[config.mk]
export PLATFORM = sky130hd
export DESIGN_NAME = reg_file_port_ctrl
export DESIGN_NICKNAME = d
export VERILOG_FILES = /design/src/rtl/reg_file_port_ctrl.sv
export SDC_FILE = /design/constraint.sdc
export NUM_CORES = 1
export LEC_CHECK = 0
export CORE_UTILIZATION = 45
export DETAILED_ROUTE_END_ITERATION = 10
export PLACE_DENSITY = 0.84
export SYNTH_ARGS = -nofsm -noshare
export SYNTH_HDL_FRONTEND = slang
export SYNTH_SLANG_ARGS = --single-unit
[constraint.sdc]
create_clock -name clk -period 7.3 [get_ports clk]
set_clock_uncertainty 0.2 [all_clocks]
set_input_delay 1.095 -clock clk [delete_from_list [all_inputs] [get_ports clk]]
set_output_delay 1.095 -clock clk [all_outputs]
set_load 0.02 [all_outputs]
[src/rtl/reg_file_port_ctrl.sv]
// reg_file_port_ctrl: arbitrates a single-port register file between operand reads and buffered writebacks
module reg_file_port_ctrl #(
    parameter int DATA_W   = 8,
    parameter int ADDR_W   = 5,
    parameter int NUM_REGS = 16,
    parameter int WB_DEPTH = 2
) (
    input  logic              clk,
    input  logic              rst_n,
    input  logic              req_valid,
    output logic              req_ready,
    input  logic [ADDR_W-1:0] req_rs,
    input  logic [ADDR_W-1:0] req_rt,
    output logic              rsp_valid,
    input  logic              rsp_ready,
    output logic [DATA_W-1:0] rsp_rs_data,
    output logic [DATA_W-1:0] rsp_rt_data,
    input  logic              wb_valid,
    output logic              wb_ready,
    input  logic [ADDR_W-1:0] wb_rd,
    input  logic [DATA_W-1:0] wb_data,
    output logic              rf_rw,
    output logic [ADDR_W-1:0] rf_rs,
    output logic [ADDR_W-1:0] rf_rt,
    output logic [ADDR_W-1:0] rf_rd,
    output logic [DATA_W-1:0] rf_rd_data,
    input  logic [DATA_W-1:0] rf_rs_data,
    input  logic [DATA_W-1:0] rf_rt_data
);
    localparam int PTR_W = WB_DEPTH > 1 ? $clog2(WB_DEPTH) : 1;

    typedef enum logic [1:0] {IDLE, ISSUE, CAPTURE, RESP} state_t;

    state_t              state, state_nx;
    logic [ADDR_W-1:0]   rs_q, rt_q, last_rd;
    logic [DATA_W-1:0]   last_data;
    logic [ADDR_W-1:0]   fifo_rd   [WB_DEPTH];
    logic [DATA_W-1:0]   fifo_data [WB_DEPTH];
    logic [WB_DEPTH-1:0] occ, set_m, clr_m;
    logic [PTR_W-1:0]    head, tail;
    logic                hazard, push, pop, rs_ok, rt_ok;

    function automatic logic addr_ok(input logic [ADDR_W-1:0] a);
        return a != '0 && int'(a) <= NUM_REGS;
    endfunction

    function automatic logic [PTR_W-1:0] nxt(input logic [PTR_W-1:0] p);
        return p == PTR_W'(WB_DEPTH - 1) ? '0 : p + 1'b1;
    endfunction

    assign rs_ok = addr_ok(rs_q);
    assign rt_ok = addr_ok(rt_q);

    // Slots carry their own occupancy bit so hazard search needs no pointer arithmetic
    always_comb begin
        hazard = 1'b0;
        for (int i = 0; i < WB_DEPTH; i++)
            if (occ[i] && ((rs_ok && fifo_rd[i] == rs_q) || (rt_ok && fifo_rd[i] == rt_q)))
                hazard = 1'b1;
    end

    assign wb_ready  = ~&occ;
    assign push      = wb_valid && wb_ready && addr_ok(wb_rd);
    assign pop       = |occ && !(state == ISSUE && !hazard);
    assign set_m     = push ? WB_DEPTH'(1) << tail : '0;
    assign clr_m     = pop ? WB_DEPTH'(1) << head : '0;
    assign req_ready = state == IDLE;
    assign rsp_valid = state == RESP;
    assign rf_rw     = pop;
    assign rf_rs     = rs_q;
    assign rf_rt     = rt_q;
    assign rf_rd      = pop ? fifo_rd[head] : last_rd;
    assign rf_rd_data = pop ? fifo_data[head] : last_data;

    always_comb begin
        state_nx = state;
        unique case (state)
            IDLE:    state_nx = req_valid ? ISSUE : IDLE;
            ISSUE:   state_nx = hazard ? ISSUE : CAPTURE;
            CAPTURE: state_nx = RESP;
            RESP:    state_nx = rsp_ready ? IDLE : RESP;
            default: state_nx = IDLE;
        endcase
    end

    always_ff @(posedge clk or negedge rst_n) begin
        if (!rst_n) begin
            state       <= IDLE;
            rs_q        <= '0;
            rt_q        <= '0;
            last_rd     <= '0;
            last_data   <= '0;
            occ         <= '0;
            head        <= '0;
            tail        <= '0;
            rsp_rs_data <= '0;
            rsp_rt_data <= '0;
        end else begin
            state <= state_nx;
            occ   <= (occ | set_m) & ~clr_m;
            if (state == IDLE && req_valid) begin
                rs_q <= req_rs;
                rt_q <= req_rt;
            end
            if (state == CAPTURE) begin
                rsp_rs_data <= rs_ok ? rf_rs_data : '0;
                rsp_rt_data <= rt_ok ? rf_rt_data : '0;
            end
            if (pop) begin
                head      <= nxt(head);
                last_rd   <= fifo_rd[head];
                last_data <= fifo_data[head];
            end
            if (push)
                tail <= nxt(tail);
        end
    end

    always_ff @(posedge clk) begin
        if (push) begin
            fifo_rd[tail]   <= wb_rd;
            fifo_data[tail] <= wb_data;
        end
    end
endmodule

=== Yosys cells after proc, flatten, opt, wreduce, memory -nomap -nowiden ===
Memories as Yosys holds them, arrays and structs flattened.
Index checks and enable logic that the tools add are counted.

* $add $sub $neg: 2
* Order comparisons: 3
* Eq/ne operators: 7
* Shift-type cells: 2
* Multiplexer cells: 16
* Bitwise operators: 3
* Reduce and logical (&&, ||, !) cells: 25

{| class="wikitable"
|+ Operators with widths
! operator !! count
|-
| 8-bit two-way mux || 3
|-
| 5-bit equality test || 4
|-
| 5-bit less-or-equal comparator (second input constant) || 3
|-
| 5-bit nonzero test || 3
|-
| 1-bit logical AND || 14
|-
| 2-bit two-way mux || 4
|-
| 2-bit one-hot mux with 4 select lines || 1
|-
| 1-bit two-way mux || 7
|-
| 5-bit two-way mux || 1
|-
| 2-bit equality test (second input constant) || 2
|-
| 1-bit by 1-bit left shift with 2-bit output (first input constant) || 2
|-
| 1-bit zero test || 3
|-
| 1-bit adder (second input constant) || 2
|-
| 2-bit AND || 1
|-
| 2-bit by 1-bit equality test with 1-bit output (second input constant) || 1
|-
| 2-bit zero test || 1
|-
| 1-bit logical OR || 2
|-
| 2-bit NOT || 1
|-
| 2-bit OR || 1
|-
| 2-bit AND reduction || 1
|-
| 2-bit OR reduction || 1
|}

* Register bits: 45
* Bits in writable memories: 26
* Input port bits: 44
* Output and inout bits: 43
* Logic and storage cells: 70
* Memories kept: 2

{| class="wikitable"
|+ Memory list
! name !! words !! width !! read ports !! clocked after memory_dff !! write ports !! RTL line !! RTL
|-
| fifo_data || 2 || 8 || 1 || 0 || 1 || 38 || <nowiki>logic [DATA_W-1:0] fifo_data [WB_DEPTH];</nowiki>
|-
| fifo_rd || 2 || 5 || 3 || 0 || 1 || 37 || <nowiki>logic [ADDR_W-1:0] fifo_rd [WB_DEPTH];</nowiki>
|}

=== Logic depth before layout (Yosys ltp) ===
Gate-level depths: netlist of run 1.

* Depth in word-level cells: 14
* Depth in mapped cells: 7
* Gate-level depth less buffers: 6

=== Worst setup path before layout of run 1 ===
OpenSTA, ideal clock, no wires.

* Kind: flip-flop to output port
* From: register rt_q[0], in the netlist rf_rt[0]
* To: output port rf_rd_data[1]
* Arrival time: 2.429 ns
* Required time: 6.005 ns
* Setup slack: 3.576 ns
* Cell stages (with the launch flop): 8
* Path buffers: 1
* Cell sequence: dfrtp_1 -> nor4_4 -> or3_1 -> a2111oi_2 -> a31oi_1 -> a41oi_4 -> buf_8 -> mux2_4

* Word-level cells in the longest chain between the ends: 12
* Elaborated cells on any way between the ends: 18
* Classes of those cells: order compare: 1; eq/ne: 2; mux: 3; reduce/logical: 12

{| class="wikitable"
|+ Ends and longest elaborated chain
! item !! RTL line !! RTL
|-
| start, declared || 35 || <nowiki>logic [ADDR_W-1:0] rs_q, rt_q, last_rd;</nowiki>
|-
| start signal, assigned || 103 || <nowiki>rt_q <= req_rt;</nowiki>
|-
| 5-bit less-or-equal comparator / 5-bit nonzero test (equally long branches) || 44 || <nowiki>return a != '0 && int'(a) <= NUM_REGS;</nowiki>
|-
| 1-bit logical AND || 44 ||
|-
| 1-bit logical AND || 58 || <nowiki>if (occ[i] && ((rs_ok && fifo_rd[i] == rs_q) || (rt_ok && fifo_rd[i] == rt_q)))</nowiki>
|-
| 1-bit logical OR || 58 ||
|-
| 1-bit logical AND || 58 ||
|-
| 1-bit two-way mux || 58 ||
|-
| 1-bit two-way mux * || 58 ||
|-
| 1-bit zero test * || 64 || <nowiki>assign pop = |occ && !(state == ISSUE && !hazard);</nowiki>
|-
| 1-bit logical AND * || 64 ||
|-
| 1-bit zero test * || 64 ||
|-
| 1-bit logical AND * || 64 ||
|-
| via rf_rw || 22 || <nowiki>output logic rf_rw,</nowiki>
|-
| 8-bit two-way mux * || 73 || <nowiki>assign rf_rd_data = pop ? fifo_data[head] : last_data;</nowiki>
|-
| end, declared || 26 || <nowiki>output logic [DATA_W-1:0] rf_rd_data,</nowiki>
|}

The timed path passes the listed nets; every way through them passes the cells marked *.

=== Worst setup path in the final report of run 1 ===
* From: register rs_q[0], in the netlist rf_rs[0]
* To: output port rf_rd[4]

* Word-level cells in the longest chain between the ends: 12
* Elaborated cells on any way between the ends: 18
* Classes of those cells: order compare: 1; eq/ne: 2; mux: 3; reduce/logical: 12

{| class="wikitable"
|+ Ends and longest elaborated chain
! item !! RTL line !! RTL
|-
| start, declared || 35 ||
|-
| start signal, assigned || 102 || <nowiki>rs_q <= req_rs;</nowiki>
|-
| 5-bit less-or-equal comparator / 5-bit nonzero test (equally long branches) || 44 ||
|-
| 1-bit logical AND || 44 ||
|-
| 1-bit logical AND || 58 ||
|-
| 1-bit logical OR || 58 ||
|-
| 1-bit logical AND || 58 ||
|-
| 1-bit two-way mux || 58 ||
|-
| 1-bit two-way mux * || 58 ||
|-
| 1-bit zero test * || 64 ||
|-
| 1-bit logical AND * || 64 ||
|-
| 1-bit zero test * || 64 ||
|-
| 1-bit logical AND * || 64 ||
|-
| 5-bit two-way mux * || 72 || <nowiki>assign rf_rd = pop ? fifo_rd[head] : last_rd;</nowiki>
|-
| end, declared || 25 || <nowiki>output logic [ADDR_W-1:0] rf_rd,</nowiki>
|}

Every way passes the cells marked *; elsewhere a longest branch is shown, timed or not.

==> summary.md, run 1 <==
| Metric | Value |
|---|---|
| Antenna-violating nets left | `0` |
| Worst Path Max Fanout | `17` |
| Core Util, Final | `roughly two thirds` |
| Cell types occupying the most area after synthesis | `sky130_fd_sc_hd__dfrtp_1 (37%), sky130_fd_sc_hd__edfxtp_1 (26%), sky130_fd_sc_hd__mux2_2 (11%), sky130_fd_sc_hd__xor2_1 (3.5%), sky130_fd_sc_hd__xnor2_1 (3.2%)` |
| Worst IR drop on VDD | `0.000286 V` |
| Type of the tightest min-delay check | `register to register` |
| Die span in y | `83.8 um` |
| DRC violation count after routing | `0` |
| Vias per cell | `5.22` |
| Type of the worst setup path | `register to output port` |
| Critical Path End Type | `output port` |
| H-tree depth | `3` |
| Highest clock rate | `0.202 GHz` |
| CP cell instances | `nor4_1, xnor2_1, o21ai_0, a41oi_4, mux2_2, clkdlybuf4s50_1` |
| Post-synthesis register bit count | `71` |
| Number of global-route vias before repair | `roughly 2000` |
| TNS Setup | `0 ns` |
| R2R cell count | `5` |
| Post-DP Area | `approximately 0.0039 sq mm` |
| Core Rows | `29` |
| Average detailed-routed wire length per instance | `approximately 16 um` |
| Routability cong. | `between 0.7 and 0.8` |
| Type of element launching the critical path | `register` |
| Data arrival at the endpoint of the critical path | `roughly 3.7 ns` |
| Max capacitance violation total | `0` |
| Buffer and inverter count on the worst path | `1` |
| Yosys top cell by area | `sky130_fd_sc_hd__dfrtp_1` |
| Gates resized, CTS repair | `0` |
| Number of vias after detailed routing | `between 2000 and 2500` |
| Async SR Flop Fraction | `63.4%` |
| Pin count of the biggest net entering global routing | `46` |
| IO Port Bufs | `86` |
| HPWL after detailed placement | `4310 um` |
| CP Depth | `6` |
| Critical-path top delay cell | `sky130_fd_sc_hd__a41oi_4` |
| Wire length of the first global-routing pass | `between 10000 and 15000 um` |
| Sequential share of the synthesized area | `63.4%` |
| Top FF cell, synth | `sky130_fd_sc_hd__dfrtp_1` |
| Number of distinct library cells after synthesis | `26` |
| Dpl ws | `~2.7 ns` |
| Final number of max-transition violations | `0` |
| RSZ-0062 raised after global routing | `no` |
| Gr usage total | `between 10% and 20%` |
| Starting DRT DRC Count | `around 120` |
| Top-level port count | `87` |
| Number of clock buffers inserted by TritonCTS | `9` |
| Number of antenna violations at the first check in global routing | `0` |
| CTS Root Buffer Type | `sky130_fd_sc_hd__clkbuf_8` |
| Hold Fails Final Rpt | `0` |
| Placeable Area | `0.00639 sq mm` |
| Effective utilization at floorplan | `a little under half` |
| Mapped cell area | `0.00301 sq mm` |
| Maximum cell stage delay along the critical path | `0.76 ns` |
| Clk sink count | `71` |
| Fraction of layout cells with a size suffix above 1 | `around 18%` |
| Detailed-route wire length | `between 6000 and 7000 um` |
| Setup violators final | `0` |
| Number of detailed-routing iterations run before antenna repair | `4` |
| Number of synthesized flops with an enable pin | `26` |
| Worst path top cell family by delay | `compound AO/OA/AOI/OAI gates` |
| Clk buf depth | `2` |
| Yosys top cell area share | `37.4%` |
| Minimum clock period after layout | `just under 5 ns` |
| Die footprint | `between 0.007 and 0.008 sq mm` |
| Worst setup slack for register-to-register paths | `approximately 4.2 ns` |
| Average size of a mapped cell | `14.2 sq um` |
| Worst skew pair latency | `0.35 ns` |
| Pwr Density | `about 470 mW/mm^2` |
| Count of mapped cells out of synthesis | `roughly 210` |
| Final antenna diode count | `0` |
| Clock slew at the register clock pins of the worst setup and hold paths | `around 0.07 ns` |
| Remaining Overflow, GRT | `0` |
| Post-synthesis net count | `between 200 and 300` |
| Net count, final | `~350` |
| Slew at the pin closest to its max-slew limit | `~1.2 ns` |
| Horizontal die dimension | `83.8 um` |
| Yosys warns | `0` |
| Finished layout cell area | `around 0.0042 sq mm` |
| Post-CTS setup-driven buffer insertion count | `0` |
| Hold path cells | `2` |
| Hold bufs inserted after CTS | `0` |
| Leakage power of the design | `1.64 nW` |
| Data required time at the worst endpoint | `6.00 ns` |
| Layout overhead on the synthesized area | `38.4%` |
| Clock tree from TritonCTS | `done` |
| Worst Setup Slack, final | `~2.3 ns` |
| Status | `finished clean` |
| Tightest slew margin relative to the limit | `18.2%` |
| Final-layout worst hold slack | `0.282 ns` |
| Share of the clock period used by the worst path after layout | `around two thirds` |
[registers in the layout, summed over array words and instances, names as in the netlist]
register and cells:
state 2, rf_rs 5, rsp_rs_data 8, fifo_data 16, rf_rt 5, tail 1
last_data 8, head 1, occ 2, fifo_rd 10, last_rd 5, rsp_rt_data 8
[path summary, 6_finish.rpt]
path	startpoint	endpoint
worst max-delay path	rf_rs[0]	rf_rd[4]
worst min-delay path	rsp_rs_data[2]	rsp_rs_data[2]
worst max register to register	rf_rs[0]	last_rd[0]
worst min register to register	rsp_rs_data[2]	rsp_rs_data[2]
max in group asynchronous	rst_n	rf_rs[0]
min in group asynchronous	rst_n	last_data[3]
[worst register-to-register path, delay by kind of cell (launching register included)]
family / cells / cell delay, ns
xor+xnor: 1 / 0.39
flops: 1 / 0.43
compound gates: 2 / 1.15
mux: 1 / 0.43
simple gates: 1 / 0.36
[through the flow]
step	cells	total power, W
after global routing	383	0.00207
after global placement	367	0.00157
after floorplan	212	0.00123
after detailed placement	367	0.00160
final	383	0.00196
after CTS	383	0.00198
[where the power goes]
| group | leakage (nW) | switching [W] | internal, W |
|---|---|---|---|
| registers | 0.788 | 0.000126 | 0.000554 |
| logic | 0.732 | 0.000433 | 0.000472 |
| clock network | 0.121 | 0.000146 | 0.000229 |
| total | 1.64 | 0.000705 | 0.00126 |
[kinds of logic (layout without fill, tap and decap cells)]
kind of cell,after synthesis,after routing,share of synthesized area (%)
DFF,71,71,63.4
and+or+nand+nor,46,46,7.44
muxes,36,36,14.2
AOI/OAI and AO/OA,25,25,6.53
xor gates and xnor gates,23,23,6.69
buffers and inverters,11,105,1.75
[layer usage]
metal  wire length, um  track usage [%]  vias up
met1              2670             23.5      982
met4                72             6.47        0
li1                  -                -      935
met3               396             7.02        7
met2              2920             30.7       77
met5                 0                0        -
[synthesized netlist by cell type, drive strengths merged (2+ instances only)]
cell type	number
mux2	36
xor2	12
o21ai	10
nor2	8
a22o	8
nor4	5
nand3	5
and3	2
xnor2	11
and2	2
a21oi	2
inv	3
edfxtp	26
clkbuf	7
dfrtp	45
nand2	21
or3	2
[cells in the final DEF (no fill, tap or decap), drive strengths merged]
| cell | instances |
|---|---|
| mux2 | 36 |
| and2 | 2 |
| inv | 4 |
| edfxtp | 26 |
| xor2 | 12 |
| clkinv | 2 |
| a31oi | 1 |
| a311o | 1 |
| a41oi | 1 |
| clkbuf | 10 |
| o21ai | 10 |
| xnor2 | 11 |
| clkdlybuf4s50 | 85 |
| and3 | 2 |
| a22o | 8 |
| nor2 | 8 |
| nand3 | 5 |
| a211oi | 1 |
| a2111oi | 1 |
| a21oi | 2 |
| buf | 1 |
| dfrtp | 45 |
| nand2 | 21 |
| nor4 | 5 |
| nand2b | 1 |
| or3 | 2 |
| bufinv | 3 |
[area by class of cell]
type	count	area (sq um)
repair buffers	86	856
well taps	77	96.3
clock inverters	6	116
multi-input cells	130	1050
clock buffers	10	128
fillers	485	2220
inverters	3	11.3
flip-flops and latches	71	1910
No activity file was read; power rests on OpenSTA's default activity.
==> inputs of run 2 (changes only) <==
- CORE_UTILIZATION: 45 -> 43
- clock period: 7.3 -> 4.1 ns (I/O delays scaled with it)
==> run 2 against run 1 <==
Setup slack got worse by 2.2 ns. Clock-buffer cell count is the same. Worst hold slack worse by 0.040 ns. Total power rose by 77%. Design area up 1.8%. Largest power group unchanged. Critical path type unchanged. Clock power increased by 58%.
==> summary.md, run 2 (same netlist as run 1, synthesis figures left out) <==
| Metric | Value |
|---|---|
| Status | `finished clean (unchanged)` |
| Reg-to-reg startpoint | `rf_rt[3] (was rf_rs[0])` |
| Registers with the highest flip-flop counts | `fifo_data x16, fifo_rd x10 (unchanged)` |
| Type of element launching the critical path | `register (unchanged)` |
| Horizontal die dimension | `85.7 um (was 83.8 um)` |
| Worst IR drop on VDD | `0.000525 V (was 0.000286 V)` |
| Routability cong. | `0.882 (was 0.775)` |
| Detailed-route wire length | `6260 um (was 6070 um)` |
| HPWL after detailed placement | `4330 um (was 4310 um)` |
| Number of clock buffers inserted by TritonCTS | `9 (unchanged)` |
| Maximum cell stage delay along the critical path | `0.54 ns (was 0.76 ns)` |
| Tightest slew margin relative to the limit | `32.9% (was 18.2%)` |
| First element of the critical path | `rf_rt[3] (was rf_rs[0])` |
| Clk buf depth | `2 (unchanged)` |
| Reg with most FFs | `fifo_data (unchanged)` |
| Worst Path Max Fanout | `17 (unchanged)` |
| Number of vias after detailed routing | `2006 (was 2001)` |
| Remaining Overflow, GRT | `0 (unchanged)` |
| Max capacitance violation total | `0 (unchanged)` |
| Net count, final | `350 (was 345)` |
| Share of the clock period used by the worst path after layout | `between 90% and 100%` |
| Wire length of the first global-routing pass | `10200 um (was 10000 um)` |
| Leakage power of the design | `1.69 nW (was 1.64 nW)` |
| Layout overhead on the synthesized area | `40.9% (was 38.4%)` |
| Critical Path End Type | `output port (unchanged)` |
| Post-DP Area | `0.00397 sq mm (was 0.00392 sq mm)` |
| Type of the tightest min-delay check | `input port to asynchronous set/reset pin (was register to register)` |
| Dpl ws | `0.288 ns (was 2.67 ns)` |
| Number of global-route vias before repair | `2036 (was 2031)` |
| Number of antenna violations at the first check in global routing | `0 (unchanged)` |
| Final-layout worst hold slack | `0.242 ns (was 0.282 ns)` |
| H-tree depth | `3 (unchanged)` |
| Clock slew at the register clock pins of the worst setup and hold paths | `0.08 ns (was 0.07 ns)` |
| Starting DRT DRC Count | `86 (was 119)` |
| CP cell instances | `nor4_4, nand3_1, a2111oi_4, a31oi_2, a41oi_4, buf_8, mux2_2, clkdlybuf4s50_1 (was nor4_1, xnor2_1, o21ai_0, a41oi_4, mux2_2, clkdlybuf4s50_1)` |
| Top-level port count | `87 (unchanged)` |
| Fraction of layout cells with a size suffix above 1 | `20.9% (was 18.0%)` |
| Filler cell count in the final layout | `519 (was 485)` |
| Number of detailed-routing iterations run before antenna repair | `4 (unchanged)` |
| Core Util, Final | `62.4% (was 65.2%)` |
| Leading cell type in the layout, fill and taps excluded | `sky130_fd_sc_hd__clkdlybuf4s50_1 (unchanged)` |
| Type of the worst setup path | `register to output port (unchanged)` |
| Antenna-violating nets left | `0 (unchanged)` |
| DRC violation count after routing | `0 (unchanged)` |
| CTS Root Buffer Type | `sky130_fd_sc_hd__clkbuf_8 (unchanged)` |
| Die span in y | `85.7 um (was 83.8 um)` |
| Vias per cell | `4.93 (was 5.22)` |
| Total power consumption of the routed design | `0.00347 W (was 0.00196 W)` |
| Worst Setup Slack, final | `0.129 ns (was 2.35 ns)` |
| Placeable Area | `0.00679 sq mm (was 0.00639 sq mm)` |
| Hold Fails Final Rpt | `0 (unchanged)` |
| Setup violators final | `0 (unchanged)` |
| Critical-path top delay cell | `sky130_fd_sc_hd__clkdlybuf4s50_1 (was sky130_fd_sc_hd__a41oi_4)` |
| Data arrival at the endpoint of the critical path | `3.16 ns (was 3.66 ns)` |
| Clock tree from TritonCTS | `done (unchanged)` |
| Gr usage total | `18.4% (was 19.0%)` |
| Worst skew pair latency | `0.33 ns (was 0.35 ns)` |
| Highest-count cells in the layout ignoring fill and taps | `sky130_fd_sc_hd__clkdlybuf4s50_1 (80), sky130_fd_sc_hd__dfrtp_1 (40), sky130_fd_sc_hd__mux2_2 (30) (was sky130_fd_sc_hd__clkdlybuf4s50_1 (85), sky130_fd_sc_hd__dfrtp_1 (45), sky130_fd_sc_hd__mux2_2 (30))` |
| Max FFs per register | `16 (unchanged)` |
| Pwr Density | `818 mW/mm^2 (was 471 mW/mm^2)` |
| Die footprint | `0.00734 sq mm (was 0.00702 sq mm)` |
| Average detailed-routed wire length per instance | `15.4 um (was 15.8 um)` |
| Clk sink count | `71 (unchanged)` |
| Final number of max-transition violations | `0 (unchanged)` |
| IO Port Bufs | `86 (unchanged)` |
| Data required time at the worst endpoint | `3.28 ns (was 6.00 ns)` |
| Finished layout cell area | `0.00424 sq mm (was 0.00416 sq mm)` |
| Slew at the pin closest to its max-slew limit | `1.01 ns (was 1.22 ns)` |
| Pin count of the biggest net entering global routing | `46 (unchanged)` |
| Effective utilization at floorplan | `44.3% (was 47.1%)` |
| Minimum clock period after layout | `around 4.0 ns` |
| Final antenna diode count | `0 (unchanged)` |
| Hold bufs inserted after CTS | `0 (unchanged)` |
| Highest clock rate | `0.252 GHz` |
| Core Rows | `30 (was 29)` |
[run 2: cell types whose count changed in the layout (fill, tap and decap cells not counted), moves of 4 or more]
cell and delta:
sky130_fd_sc_hd__dlymetal6s2s_1 +5, sky130_fd_sc_hd__dfrtp_2 +5, sky130_fd_sc_hd__clkdlybuf4s50_1 -5, sky130_fd_sc_hd__buf_4 +4, sky130_fd_sc_hd__dfrtp_1 -5
[run 2: timing repair]
item	4_1_cts	5_1_grt
setup buffers	1	0
resized for setup	1	13
pin swaps	1	0
endpoints found under the setup margin	13	13
[run 2: stage by stage]
step	std cells	TNS [ns]
5_1_grt	407	-0.0127
2_1_floorplan	212	0
6_report	407	0
4_1_cts	407	0
3_3_place_gp	390	0
3_5_place_dp	390	0
[run 2: final timing paths]
check	cells after the start	end	slack [ns]
max	8	rf_rd_data[0]	0.13
min	1	rsp_rs_data[7]	0.24
max reg2reg	7	last_data[7]	1.49
min reg2reg	2	rsp_rs_data[7]	0.29
max in group asynchronous	1	rf_rt[0]	2.77
min in group clk	2	rsp_rs_data[7]	0.29
[run 2: report_power, final]
| part | total (W) | switching, W | internal (W) |
|---|---|---|---|
| clock network | 0.000593 | 0.000252 | 0.000341 |
| registers | 0.00122 | 0.000232 | 0.000992 |
| logic | 0.00165 | 0.000782 | 0.000869 |
| total | 0.00347 | 0.00127 | 0.00220 |
[run 2: metal layers]
metal	vias up	wire, um	track usage, %	part of all wire, %
li1	946	-	-	-
met5	-	0	0	0
met1	975	2820	24.5	45
met2	75	3060	30.0	49
met3	10	289	3.37	4.6
met4	0	95	7.73	1.5
[run 2: worst max-delay path, delay by kind of cell (launching register included)]
kind / cells / cell delay (ns)
multiplexers: 1 / 0.37
flip-flops: 1 / 0.45
AO/OA/AOI/OAI: 3 / 0.76
AND/OR/NAND/NOR: 2 / 0.48
buffers and inverters: 2 / 0.75
[run 2: area by class of cell]
class / count / area, sq um / share of cell area, %
multi-input combinational: 130 / 1070 / 25.2
timing repair buffer: 91 / 913 / 21.5
clock inverter: 6 / 85.1 / 2.01
clock buffer: 10 / 128 / 3.01
tap: 96 / 120 / 2.83
inverter: 3 / 11.3 / 0.266
sequential: 71 / 1910 / 45.1
==> inputs of run 3 (changes only) <==
- PLACE_DENSITY: 0.84 -> 0.8
- SKIP_LAST_GASP: not set -> 1
==> run 3 against run 2 <==
Clock power rose by 13%. Routed wire length fell by 3.1%. Design area rose by 0.77%. Critical path depth fell by 1. Register-to-register slack got worse by 0.03 ns. Cell count did not move. Via count fell by 1.7%. Fmax rose by 6.1%. Clock-buffer cell count fell by 1. Worst hold slack improved by 0.0037 ns. Setup slack improved by 0.23 ns. Largest cell class unchanged. Largest power group unchanged.
==> summary.md, run 3 (same netlist as run 1, synthesis figures left out) <==
| Metric | Value |
|---|---|
| Number of clock buffers inserted by TritonCTS | `9 (unchanged)` |
| Minimum clock period after layout | `3.74 ns (was 3.97 ns)` |
| Net switching fraction of the power | `35.9% (was 36.5%)` |
| Core Util, Final | `62.9% (was 62.4%)` |
| Layout overhead on the synthesized area | `42.0% (was 40.9%)` |
| HPWL after detailed placement | `4280 um (was 4330 um)` |
| Clock slew at the register clock pins of the worst setup and hold paths | `0.08 ns (about the same)` |
| IO Port Bufs | `86 (unchanged)` |
| Effective utilization at floorplan | `44.3% (unchanged)` |
| Portion of total power attributed to the clock network | `19.1% (was 17.1%)` |
| Number of vias after detailed routing | `1971 (was 2006)` |
| Clock tree from TritonCTS | `done (unchanged)` |
| Pwr Density | `819 mW/mm^2 (was 818 mW/mm^2)` |
| Pin count of the biggest net entering global routing | `46 (unchanged)` |
| Gr usage total | `17.6% (was 18.4%)` |
| Wire length of the first global-routing pass | `9960 um (was 10200 um)` |
| Leading cell type in the layout, fill and taps excluded | `sky130_fd_sc_hd__clkdlybuf4s50_1 (unchanged)` |
| Detailed-route wire length | `6070 um (was 6260 um)` |
| TNS Setup | `0 ns (unchanged)` |
| Remaining Overflow, GRT | `0 (unchanged)` |
| H-tree depth | `3 (unchanged)` |
| Slew at the pin closest to its max-slew limit | `1.01 ns (about the same)` |
| Placeable Area | `0.00679 sq mm (unchanged)` |
| Data required time at the worst endpoint | `3.28 ns (about the same)` |
| Detailed route wirelength on metal2 | `2850 um (was 3060 um)` |
| DRC violation count after routing | `0 (unchanged)` |
| Clk buf depth | `2 (unchanged)` |
| Routability cong. | `0.791 (was 0.882)` |
| Highest clock rate | `0.267 GHz (was 0.252 GHz)` |
| Register share of total power | `34.7% (was 35.3%)` |
| Filler cell count in the final layout | `518 (was 519)` |
| Worst IR drop on VDD | `0.000571 V (was 0.000525 V)` |
| Reg with most FFs | `fifo_data (unchanged)` |
| Vias per cell | `4.84 (was 4.93)` |
| CTS Root Buffer Type | `sky130_fd_sc_hd__clkbuf_8 (unchanged)` |
| Final number of max-transition violations | `0 (unchanged)` |
| Highest-count cells in the layout ignoring fill and taps | `sky130_fd_sc_hd__clkdlybuf4s50_1 (72), sky130_fd_sc_hd__dfrtp_1 (45), sky130_fd_sc_hd__mux2_2 (30) (was sky130_fd_sc_hd__clkdlybuf4s50_1 (80), sky130_fd_sc_hd__dfrtp_1 (40), sky130_fd_sc_hd__mux2_2 (30))` |
| Int Pwr | `0.00224 W (was 0.00220 W)` |
| Status | `finished clean (unchanged)` |
| Net switching power of the design | `0.00126 W (was 0.00127 W)` |
| Worst Path Max Fanout | `17 (unchanged)` |
| Final antenna diode count | `0 (unchanged)` |
| RSZ-0062 raised after global routing | `no` |
| Starting DRT DRC Count | `69 (was 86)` |
| Net count, final | `350 (unchanged)` |
| Number of global-route vias before repair | `2009 (was 2036)` |
| Amount of wire on met3 after detailed routing | `339 um (was 289 um)` |
| Number of antenna violations at the first check in global routing | `0 (unchanged)` |
| Tightest slew margin relative to the limit | `32.5% (was 32.9%)` |
| Max capacitance violation total | `0 (unchanged)` |
| Type of element launching the critical path | `register (unchanged)` |
| Data arrival at the endpoint of the critical path | `2.93 ns (was 3.16 ns)` |
| Die span in y | `85.7 um (unchanged)` |
| Logic pwr share | `46.2% (was 47.6%)` |
| Max FFs per register | `16 (unchanged)` |
| Share of the clock period used by the worst path after layout | `91.3% (was 96.9%)` |
| Worst setup slack for register-to-register paths | `1.46 ns (was 1.49 ns)` |
| Met1 wire length | `2810 um (was 2820 um)` |
| Clk sink count | `71 (unchanged)` |
| Top-level port count | `87 (unchanged)` |
| Fraction of layout cells with a size suffix above 1 | `19.6% (was 20.9%)` |
| Highest signal layer in the routed design | `met4 (unchanged)` |
| Average detailed-routed wire length per instance | `14.9 um (was 15.4 um)` |
| Setup violators final | `0 (unchanged)` |
| Critical Path End Type | `output port (unchanged)` |
| Hold Fails Final Rpt | `0 (unchanged)` |
| Die footprint | `0.00734 sq mm (unchanged)` |
| Number of detailed-routing iterations run before antenna repair | `4 (unchanged)` |
| Core Rows | `30 (unchanged)` |
| Type of the worst setup path | `register to output port (unchanged)` |
| Horizontal die dimension | `85.7 um (unchanged)` |
| Registers with the highest flip-flop counts | `fifo_data x16, fifo_rd x10 (unchanged)` |
| Worst skew pair latency | `0.33 ns (about the same)` |
| Type of the tightest min-delay check | `input port to asynchronous set/reset pin (unchanged)` |
| Leakage power of the design | `1.79 nW (was 1.69 nW)` |
| Antenna-violating nets left | `0 (unchanged)` |
[run 3: changes by cell type in the layout (fill, tap and decap cells not counted), sizes merged]
cell           delta
bufinv            +1
clkdlybuf4s50     -8
dlymetal6s2s      +8
inv               +1
clkbuf            -1
clkinvlp          -1
[run 3: path summary, 6_finish.rpt]
path,startpoint,end,cells past startpoint
worst min register to register,rsp_rs_data[1],rsp_rs_data[1],2
worst max-delay path,rf_rt[1],rf_rw,7
worst max register to register,rf_rt[1],last_rd[4],7
max in group asynchronous,rst_n,last_data[2],1
worst min-delay path,rst_n,rsp_rt_data[0],1
min in group clk,rsp_rs_data[1],rsp_rs_data[1],2
[run 3: per-layer routing]
layer / track usage [%] / vias to the layer above
met5: 0 / -
met4: 8.18 / 0
met3: 3.18 / 6
met2: 27.8 / 70
met1: 23.9 / 947
li1: - / 948
[run 3: final cells by class]
cell class                      count  area (sq um)  area share (%)
Clock buffer                        9           124            2.90
Clock inverter                      7           120            2.81
Inverter                            3          11.3           0.264
Multi-Input combinational cell    130          1060            24.7
Sequential cell                    71          1910            44.6
Tap cell                           96           120            2.81
Timing Repair Buffer               91           933            21.9
[run 3: metrics by stage]
step                cells  cell area [sq um]  setup slack (ns)  hold WS, ns  power, W
finish                407               4270             0.356        0.246   0.00350
global route          407               4270             0.216        0.308   0.00371
global placement      390               3970             0.389        0.265   0.00282
detailed placement    390               3970             0.263        0.272   0.00287
floorplan             212               3010             0.856        0.119   0.00219
CTS                   407               4230            0.0175        0.275   0.00356
[run 3: power groups by stage]
stage	combinational, W	clock [W]	sequential, W
after global placement	0.00161	0	0.00122
after detailed placement	0.00164	0	0.00123
final	0.00162	0.000669	0.00122
after CTS	0.00165	0.000688	0.00122
after floorplan	0.000905	0	0.00129
after global routing	0.00174	0.000718	0.00125
[run 3: repair_timing]
item                       4_1_cts  5_1_grt
pin swaps                        1        0
setup endpoints to repair       13       13
cloned                           0        0
hold buffers                     0        0
gates resized for setup          1       15
buffers inserted                 1        0
[run 3: critical path: stages (launching register included)]
cell	delay [ns]
sky130_fd_sc_hd__dfrtp_1	0.49
sky130_fd_sc_hd__nor4_4	0.09
sky130_fd_sc_hd__or3_1	0.32
sky130_fd_sc_hd__a2111oi_2	0.39
sky130_fd_sc_hd__a31oi_2	0.19
sky130_fd_sc_hd__a41oi_4	0.25
sky130_fd_sc_hd__buf_8	0.22
sky130_fd_sc_hd__clkdlybuf4s50_1	0.64
